### config.mk
export PLATFORM = sky130hd
export DESIGN_NAME = audio_sample_sink
export DESIGN_NICKNAME = d
export VERILOG_FILES = /design/src/rtl/audio_pkg.sv /design/src/rtl/sigma_delta_dac.sv /design/src/rtl/audio_sample_sink.sv
export SDC_FILE = /design/constraint.sdc
export NUM_CORES = 1
export LEC_CHECK = 0
export ABC_AREA = 1
export CORE_ASPECT_RATIO = 1.1
export CORE_MARGIN = 4
export CORE_UTILIZATION = 39
export CTS_CLUSTER_DIAMETER = 40
export DETAILED_ROUTE_END_ITERATION = 7
export PLACE_DENSITY = 0.56
export SLEW_MARGIN = 20
export SYNTH_ARGS = -nofsm -noshare
export SYNTH_HDL_FRONTEND = slang
export SYNTH_SLANG_ARGS = --single-unit
### constraint.sdc
create_clock -name clk_audio -period 2.65 [get_ports clk_audio]
set_clock_uncertainty 0.15 [all_clocks]
set_input_delay 0.3975 -clock clk_audio [delete_from_list [all_inputs] [get_ports clk_audio]]
set_output_delay 0.3975 -clock clk_audio [all_outputs]
set_load 0.01 [all_outputs]
### src/rtl/audio_pkg.sv
// Shared defaults and stereo payload layout for the audio sample sink and its producers.
package audio_pkg;

  localparam int unsigned DEFAULT_AUDIO_BITS = 12;
  localparam int unsigned DEFAULT_FRAME_DIV  = 256;
  localparam int unsigned DEFAULT_FIFO_DEPTH = 4;

  // Packed stereo sample: left channel in the upper half, right channel in the lower half.
  typedef struct packed {
    logic [DEFAULT_AUDIO_BITS-1:0] left;
    logic [DEFAULT_AUDIO_BITS-1:0] right;
  } stereo_t;

  localparam int unsigned LEFT_MSB  = 2 * DEFAULT_AUDIO_BITS - 1;
  localparam int unsigned LEFT_LSB  = DEFAULT_AUDIO_BITS;
  localparam int unsigned RIGHT_MSB = DEFAULT_AUDIO_BITS - 1;
  localparam int unsigned RIGHT_LSB = 0;

endpackage

### src/rtl/sigma_delta_dac.sv
// First-order delta-sigma modulator: the registered accumulator carry is the 1-bit output.
module sigma_delta_dac
  import audio_pkg::*;
#(
  parameter int unsigned AUDIO_BITS = DEFAULT_AUDIO_BITS
) (
  input  logic                  clk_audio,
  input  logic                  aclr_,
  input  logic [AUDIO_BITS-1:0] cur,
  output logic                  out
);

  logic [AUDIO_BITS:0] r_acc;

  // Carry is dropped back out of the accumulator each cycle; never cleared at frame edges.
  always_ff @(posedge clk_audio or negedge aclr_) begin
    if (!aclr_) begin
      r_acc <= '0;
      out   <= 1'b0;
    end else begin
      r_acc <= {1'b0, r_acc[AUDIO_BITS-1:0]} + {1'b0, cur};
      out   <= r_acc[AUDIO_BITS];
    end
  end

endmodule

### src/rtl/audio_sample_sink.sv
// Stereo sample responder: FIFO fed by producers, drained one entry per frame tick into two delta-sigma DACs.
module audio_sample_sink
  import audio_pkg::*;
#(
  parameter int unsigned AUDIO_BITS = DEFAULT_AUDIO_BITS,
  parameter int unsigned FRAME_DIV  = DEFAULT_FRAME_DIV,
  parameter int unsigned FIFO_DEPTH = DEFAULT_FIFO_DEPTH
) (
  input  logic                          clk_audio,
  input  logic                          aclr_,
  input  logic                          wreq,
  input  logic [2*AUDIO_BITS-1:0]       sample,
  output logic                          ready,
  output logic                          left_out,
  output logic                          right_out,
  output logic [$clog2(FIFO_DEPTH):0]   level,
  output logic                          underrun,
  output logic                          overflow
);

  localparam int unsigned PTR_W = $clog2(FIFO_DEPTH);
  localparam int unsigned LVL_W = PTR_W + 1;
  localparam int unsigned CNT_W = $clog2(FRAME_DIV);
  localparam int unsigned SMP_W = 2 * AUDIO_BITS;

  logic [SMP_W-1:0]      r_mem [FIFO_DEPTH];
  logic [PTR_W-1:0]      r_wptr;
  logic [PTR_W-1:0]      r_rptr;
  logic [LVL_W-1:0]      r_level;
  logic [CNT_W-1:0]      r_cnt;
  logic [AUDIO_BITS-1:0] r_cur_l;
  logic [AUDIO_BITS-1:0] r_cur_r;
  logic                  r_underrun;
  logic                  r_overflow;

  logic                  w_ready;
  logic                  w_tick;
  logic                  w_push;
  logic                  w_pop;
  logic [SMP_W-1:0]      w_head;

  // ready depends on the registered level only, so producers see no path from wreq or the tick.
  assign w_ready = (r_level < LVL_W'(FIFO_DEPTH));
  assign w_tick  = (r_cnt == CNT_W'(FRAME_DIV - 1));
  assign w_push  = wreq && w_ready;
  assign w_pop   = w_tick && (r_level != '0);
  assign w_head  = r_mem[r_rptr];

  // Storage holds no reset; contents are discarded by clearing pointers and level.
  always_ff @(posedge clk_audio) begin
    if (w_push) begin
      r_mem[r_wptr] <= sample;
    end
  end

  always_ff @(posedge clk_audio or negedge aclr_) begin
    if (!aclr_) begin
      r_wptr     <= '0;
      r_rptr     <= '0;
      r_level    <= '0;
      r_cnt      <= '0;
      r_cur_l    <= '0;
      r_cur_r    <= '0;
      r_underrun <= 1'b0;
      r_overflow <= 1'b0;
    end else begin
      r_cnt <= w_tick ? '0 : r_cnt + CNT_W'(1);

      if (w_push) begin
        r_wptr <= r_wptr + PTR_W'(1);
      end
      if (wreq && !w_ready) begin
        r_overflow <= 1'b1;
      end

      // On an empty tick the current sample is held so the DAC repeats the last value.
      if (w_pop) begin
        r_rptr  <= r_rptr + PTR_W'(1);
        r_cur_l <= w_head[SMP_W-1 -: AUDIO_BITS];
        r_cur_r <= w_head[AUDIO_BITS-1:0];
      end
      if (w_tick && (r_level == '0)) begin
        r_underrun <= 1'b1;
      end

      case ({w_push, w_pop})
        2'b10:   r_level <= r_level + LVL_W'(1);
        2'b01:   r_level <= r_level - LVL_W'(1);
        default: r_level <= r_level;
      endcase
    end
  end

  assign ready    = w_ready;
  assign level    = r_level;
  assign underrun = r_underrun;
  assign overflow = r_overflow;

  sigma_delta_dac #(.AUDIO_BITS(AUDIO_BITS)) u_dac_left (
    .clk_audio (clk_audio),
    .aclr_     (aclr_),
    .cur       (r_cur_l),
    .out       (left_out)
  );

  sigma_delta_dac #(.AUDIO_BITS(AUDIO_BITS)) u_dac_right (
    .clk_audio (clk_audio),
    .aclr_     (aclr_),
    .cur       (r_cur_r),
    .out       (right_out)
  );

endmodule
==> After elaboration in Yosys (flattened, before gate mapping) <==
Memory sizes are Yosys's and may differ from the RTL's. A register that Yosys moved wholly into a read port is not among the register bits.
Cells that the tools add are included.
{ "classes": {"order_cmp": 1, "n_reduce_logical": 9, "muxes": 4, "n_addsub": 7, "eq_ne": 3} }
{ "op_table": {"columns": ["operator", "count"], "rows": [
  ["adder 12 x 12 -> 13 bit", 2],
  ["adder 8 x 1 -> 8 bit (second input constant)", 1],
  ["equality test 8 bit (second input constant)", 1],
  ["2-to-1 mux 8 bit", 1],
  ["case mux 3 bit (2 select lines)", 1],
  ["adder 2 x 1 -> 2 bit (second input constant)", 2],
  ["logical AND 1 bit", 4],
  ["adder 3 x 1 -> 3 bit (second input constant)", 1],
  ["logical NOT 3 bit", 1],
  ["< comparator 3 bit (second input constant)", 1],
  ["nonzero test 3 bit", 1],
  ["subtractor 3 x 1 -> 3 bit (second input constant)", 1],
  ["equality test 2 x 1 -> 1 bit (second input constant)", 1],
  ["equality test 2 bit (second input constant)", 1],
  ["logical NOT 1 bit", 2],
  ["2-to-1 mux 1 bit", 2],
  ["nonzero test 2 bit", 1]
]} }
{ "totals": {"wordCells": 35, "ramBits": 96, "reg_bits": 45, "mem_count": 1} }
{ "mem_list": {"columns": ["memory", "depth", "word_bits", "read_ports", "rd_ports_with_merged_regs", "write_ports", "line_no", "text"], "rows": [
  ["r_mem", 4, 24, 1, 1, 1, "audio_sample_sink.sv:26", "logic [SMP_W-1:0] r_mem [FIFO_DEPTH];"]
]} }

==> Logic depth before layout (Yosys ltp) <==
{ "depth": {"depth_word": 4, "ltp_mapped": 12, "mapped_depth_nobuf": 11} }

==> Cells and area by module <==
Synthesis repeated with hierarchy kept, for this count alone.
{ "unflattened": {"hier_cells": 844, "hier_area_um2": 7852.5} }
{ "modules_own_cells": {"columns": ["module", "cells_each", "seq_area_each_um2", "area_per_inst_um2", "n_inst"], "rows": [
  ["audio_sample_sink", 572, 3908.7, 5845.6, 1],
  ["sigma_delta_dac", 136, 350.3, 1003.5, 2]
]} }

==> Worst setup path before layout <==
No wires, ideal clock.
{ "synth_timing": {"path_kind": "reg-to-reg", "startpoint": "register r_level[2], in the netlist level[2]", "endpoint": "memory r_mem[0][0] in the netlist's numbering, enable pin", "synth_period_minus_slack_ns": 2.398, "t_arrival_ns": 1.843, "stages_incl_launch_ff": 4, "required_time_ns": 2.095, "setup_slack_ns": 0.252, "setup_time_ns": 0.405, "path_cell_list": "dfrtp_1 -> inv_1 -> nand2_1 -> nor2_1"} }
{ "synth_via": {"elab_chain_len": 4} }
{ "synth_rtl": {"columns": ["item", "line_no", "text"], "rows": [
  ["start: declaration", "audio_sample_sink.sv:29", "logic [LVL_W-1:0] r_level;"],
  ["start signal: assignment", "audio_sample_sink.sv:87", "2'b10: r_level <= r_level + LVL_W'(1);"],
  ["start signal: assignment", "audio_sample_sink.sv:88", "2'b01: r_level <= r_level - LVL_W'(1);"],
  ["start signal: assignment", "audio_sample_sink.sv:89", "default: r_level <= r_level;"],
  ["< comparator 3 bit", "audio_sample_sink.sv:43", "assign w_ready = (r_level < LVL_W'(FIFO_DEPTH));"],
  ["named net ready", "audio_sample_sink.sv:13", "output logic ready,"],
  ["logical AND 1 bit", "audio_sample_sink.sv:45", "assign w_push = wreq && w_ready;"],
  ["2-to-1 mux 1 bit", "audio_sample_sink.sv:51", "if (w_push) begin"],
  ["2-to-1 mux 1 bit (implied by the code)", "audio_sample_sink.sv:52", "r_mem[r_wptr] <= sample;"],
  ["end: declaration", "audio_sample_sink.sv:26", null]
]} }
The timed path passes the listed nets, and every way through them passes these cells.

==> Final worst setup path <==
{ "layout_timing": {"startpoint": "register r_cnt[0]", "endpoint": "register r_level[2], in the netlist level[2]"} }
{ "layout_via": {"elab_chain_len": 4, "elab_cells_between_ends": 6, "classes_between": "eq/ne (3); mux (1); reduce/logical (2)"} }
{ "layout_rtl": {"columns": ["item", "line_no", "text"], "rows": [
  ["start: declaration", "audio_sample_sink.sv:30", "logic [CNT_W-1:0] r_cnt;"],
  ["start signal: assignment", "audio_sample_sink.sv:67", "r_cnt <= w_tick ? '0 : r_cnt + CNT_W'(1);"],
  ["equality test 8 bit *", "audio_sample_sink.sv:44", "assign w_tick = (r_cnt == CNT_W'(FRAME_DIV - 1));"],
  ["logical AND 1 bit *", "audio_sample_sink.sv:46", "assign w_pop = w_tick && (r_level != '0);"],
  ["equality test 2 x 1 -> 1 bit / equality test 2 bit (equally long branches)", "audio_sample_sink.sv:86", "case ({w_push, w_pop})"],
  ["case mux 3 bit (2 select lines) / nonzero test 2 bit (equally long branches)", null, null]
]} }
Every way passes the cells marked *; elsewhere a longest branch is shown, timed or not.
A chain may end at the register's enable or synchronous reset.

==> flow_summary_export.csv <==
group,metric,value,unit
run_status,result_of_the_run,"complete, no violations",
routing,drt_first_pass_iters,4,
logic_synthesis,number_of_distinct_standard_cells_referenced_by_the_synthesized_netlist,28,
routing,num_vias,4799,
die,initial_core_util,39.86,%
setup_path,slowest_delay,0.38,ns
cts,cts.path.max_buffers,2,
cts,tritoncts.num_buffers,17,
logic_synthesis,async_flop_share,41.82,%
sta,final_critical_path_share_of_the_clock_period,86.55,%
grt,grt_first_pass_wirelength,23.63,mm
pwr,cellLeakagePower,3.943,nW
die,floorplan.io_pins,35,
logic_synthesis,synth_nets,776,
sta,worst_slack,0.3564,ns
placement,finalWeightedCongestion,0.8533,
die,die-height,152.4,um
min_path,min-delay-path-class,"reg -> reg",
cells_and_area,final_design_area_no_fill,8665,um2
sta,rsz0062_at_grt,"false",
pwr,seqPwrFrac,50.5,%
pwr,power.share.clock,48.1,%
die,fp.dieArea,21220,um2
routing,drtIter0Drc,358,
placement,dpl-instance-area,8029,um2
logic_synthesis,postSynthRegisterBits,165,
sta,worst-slew-pin-transition,0.4982,ns
pwr,pwr_density_cell,622.3,nW/um2
grt,maximum_number_of_pins_on_one_net_before_global_route_repair,70,
pwr,pwr-share-comb,1.4,%
cts,clk_pin_slew_worst_paths,0.06,ns
logic_synthesis,ys_top_cells_by_area,"sky130_fd_sc_hd__edfxtp_1 39%, sky130_fd_sc_hd__dfrtp_1 23%, sky130_fd_sc_hd__nand2_1 8.1%",
sta,finalCriticalPeriod,2.294,ns
placement,dpl_worst_slack,0.3371,ns
logic_synthesis,postSynthCellCount,716,
routing,drc_errors,0,
placement,io_buffers,34,
grt,gr-usage-all-layers,13.67,%
placement,cell_count_after_placement,983,
cts,cts_tree,"done",
grt,globalRoute.totalOverflow,0,
routing,totalWireLength,13.79,mm
setup_path,critical-path-top-delay-family,"adder cells",
logic_synthesis,sequential_element_share_of_the_synthesized_area,62.37,%
die,rows,52,
setup_path,path_buf_inv,1,
cells_and_area,most_common_cell_after_layout_fill_and_taps_aside,"sky130_fd_sc_hd__nand2_1",
die,core_area,18540,um2
cells_and_area,layout-area-overhead-vs-synth,17.23,%
die,die_w,139.3,um
cts,later_pin_clock_latency_in_the_skew_report,0.42,ns
cells_and_area,layout_common_cells,"159 x sky130_fd_sc_hd__nand2_1, 96 x sky130_fd_sc_hd__o21ai_0, 96 x sky130_fd_sc_hd__edfxtp_1",
cells_and_area,fin_cells,1016,
logic_synthesis,synth-warning-count,0,
cells_and_area,num_antenna_cells,0,
sta,final_hold_viol_count,0,
setup_path,timing.critical_path.slowest_stage_cell,"sky130_fd_sc_hd__fa_1",
grt,grt_antenna_before_repair,0,
setup_path,required_time_at_the_worst_slack_endpoint,2.79,ns
logic_synthesis,synth_enable_flop_cells,96,
sta,timing.slew.headroom,66.79,%
logic_synthesis,synth_largest_type_area_fraction,39.00,%
cells_and_area,layout.nets,820,
routing,route.antenna.remaining_nets,0,
pwr,internal_power,4.349,mW
logic_synthesis,dominantRegCellSynth,"sky130_fd_sc_hd__edfxtp_1",
sta,max_freq,436.0,MHz
cts,clock-sinks,165,
pwr,p_switching,1.043,mW
logic_synthesis,post_synth_instance_area,7391,um2
setup_path,cp_data_arrival_time,2.44,ns
setup_path,worst-path-max-fanout,5,
flow_run,maxCapViolCount,0,
cts,post_cts.repair.setup_buffers,0,
sta,finalSetupTns,0,ns
setup_path,critical-path-top-cell-by-count,"sky130_fd_sc_hd__ha_1",
setup_path,critical_path.startpoint_type,"flip-flop",
setup_path,crit_path_end_kind,"flip-flop",
cts,clockRootBuffer,"sky130_fd_sc_hd__clkbuf_16",
grt,number_of_global_route_vias_before_repair,4826,
pwr,finalPower,5.392,mW
routing,wl_per_cell,13.57,um
placement,dp.final_hpwl,9.133,mm
sta,max_slew_violation_count,0,
pwr,max-vdd-ir-drop,0.0004344,V
sta,timing.hold.ws,0.2009,ns
routing,route.detailed.vias_per_inst,4.723,
logic_synthesis,synth_top_area_cell,"sky130_fd_sc_hd__edfxtp_1",
sta,finalSetupViolations,0,
setup_path,cp_cell_sequence,"ha_1 -> nand2_1 -> nor2_4 -> nand2_4 -> nor2_8 -> ha_1 -> inv_1 -> fa_1 -> a21oi_1 -> o21ai_0 -> xor2_1",
logic_synthesis,post_synth.cell_area_avg,10.32,um2
cells_and_area,post-route-util,46.73,%
cts,h-tree-depth,4,
pwr,sw_frac_of_total,19.35,%
cells_and_area,final_layout_size_suffix_gt1_share,6.986,%
setup_path,crit_type,"reg -> reg",
[layer usage]
| metal | global-route usage (%) | wire (um) | part of all wire [%] | vias to the layer above |
|---|---|---|---|---|
| met4 | 5.219 | 244 | 1.8 | 0 |
| met5 | 0 | 0 | 0 | - |
| li1 | - | - | - | 2477 |
| met3 | 2.605 | 333 | 2.4 | 16 |
| met1 | 17.71 | 6477 | 47 | 2254 |
| met2 | 22.80 | 6734 | 49 | 52 |
[final timing paths]
check | from | to | slack [ns] | depth (start not counted)
worst max register to register | r_cnt[0] | level[2] | 0.36 | 11
max in group asynchronous | aclr_ | r_cur_l[3] | 1.65 | 3
worst min-delay path | u_dac_right.r_acc[12] | u_dac_right.out | 0.20 | 0
min in group asynchronous | aclr_ | r_wptr[0] | 0.37 | 3
worst min register to register | u_dac_right.r_acc[12] | u_dac_right.out | 0.20 | 0
worst max-delay path | r_cnt[0] | level[2] | 0.36 | 11
[timing repair]
item                                   CTS  global route
gates resized for setup                  0             0
endpoints found under the hold margin   69             0
hold buffers                             1             0
[cells in the mapped netlist (3+ instances only)]
| cell type | instances |
|---|---|
| sky130_fd_sc_hd__xor2_1 | 18 |
| sky130_fd_sc_hd__o21ai_0 | 96 |
| sky130_fd_sc_hd__dfrtp_1 | 69 |
| sky130_fd_sc_hd__edfxtp_1 | 96 |
| sky130_fd_sc_hd__a21oi_1 | 14 |
| sky130_fd_sc_hd__nand4_1 | 10 |
| sky130_fd_sc_hd__fa_1 | 3 |
| sky130_fd_sc_hd__ha_1 | 30 |
| sky130_fd_sc_hd__inv_1 | 58 |
| sky130_fd_sc_hd__nor2_1 | 97 |
| sky130_fd_sc_hd__clkbuf_1 | 13 |
| sky130_fd_sc_hd__nand2_1 | 159 |
| sky130_fd_sc_hd__nor3_1 | 3 |
| sky130_fd_sc_hd__buf_2 | 5 |
| sky130_fd_sc_hd__o21ai_1 | 5 |
| sky130_fd_sc_hd__nand3_1 | 25 |
[final cells by class]
class	count	area, um2
clock buffer	18	429.2
clock inverter	14	196.4
fill	1710	9878
inverter	59	221.5
multi-input combinational	470	2456
sequential	165	4609
tap	243	304.0
timing repair buffer	47	447.9
[sequential cells by signal (all words and copies together) (netlist names)]
name and cells:
level 3, u_dac_right.out 1, r_mem 96, underrun 1
overflow 1, u_dac_left.out 1, r_cur_r 12, r_cnt 8
r_rptr 2, u_dac_right.r_acc 13, r_wptr 2, u_dac_left.r_acc 13
r_cur_l 12
[kinds of logic after synthesis]
logic type | after synthesis | synth area share [%]
XOR/XNOR | 19 | 2.252
flip-flops | 165 | 62.37
AO/OA/AOI/OAI | 117 | 8.007
AND/OR/NAND/NOR | 301 | 16.95
buffers and inverters | 81 | 4.537
adder cells (fa/ha/maj) | 33 | 5.891
[power by group through the flow]
stage	clock (mW)	combinational [mW]	sequential, mW
after floorplan	0	0.00000138	2.78
after global placement	0	0.0761	2.77
after CTS	2.65	0.0796	2.72
after detailed placement	0	0.0783	2.77
final	2.59	0.0763	2.72
after global routing	2.78	0.0860	2.72
Note: power is estimated with default switching activity, not from simulation.
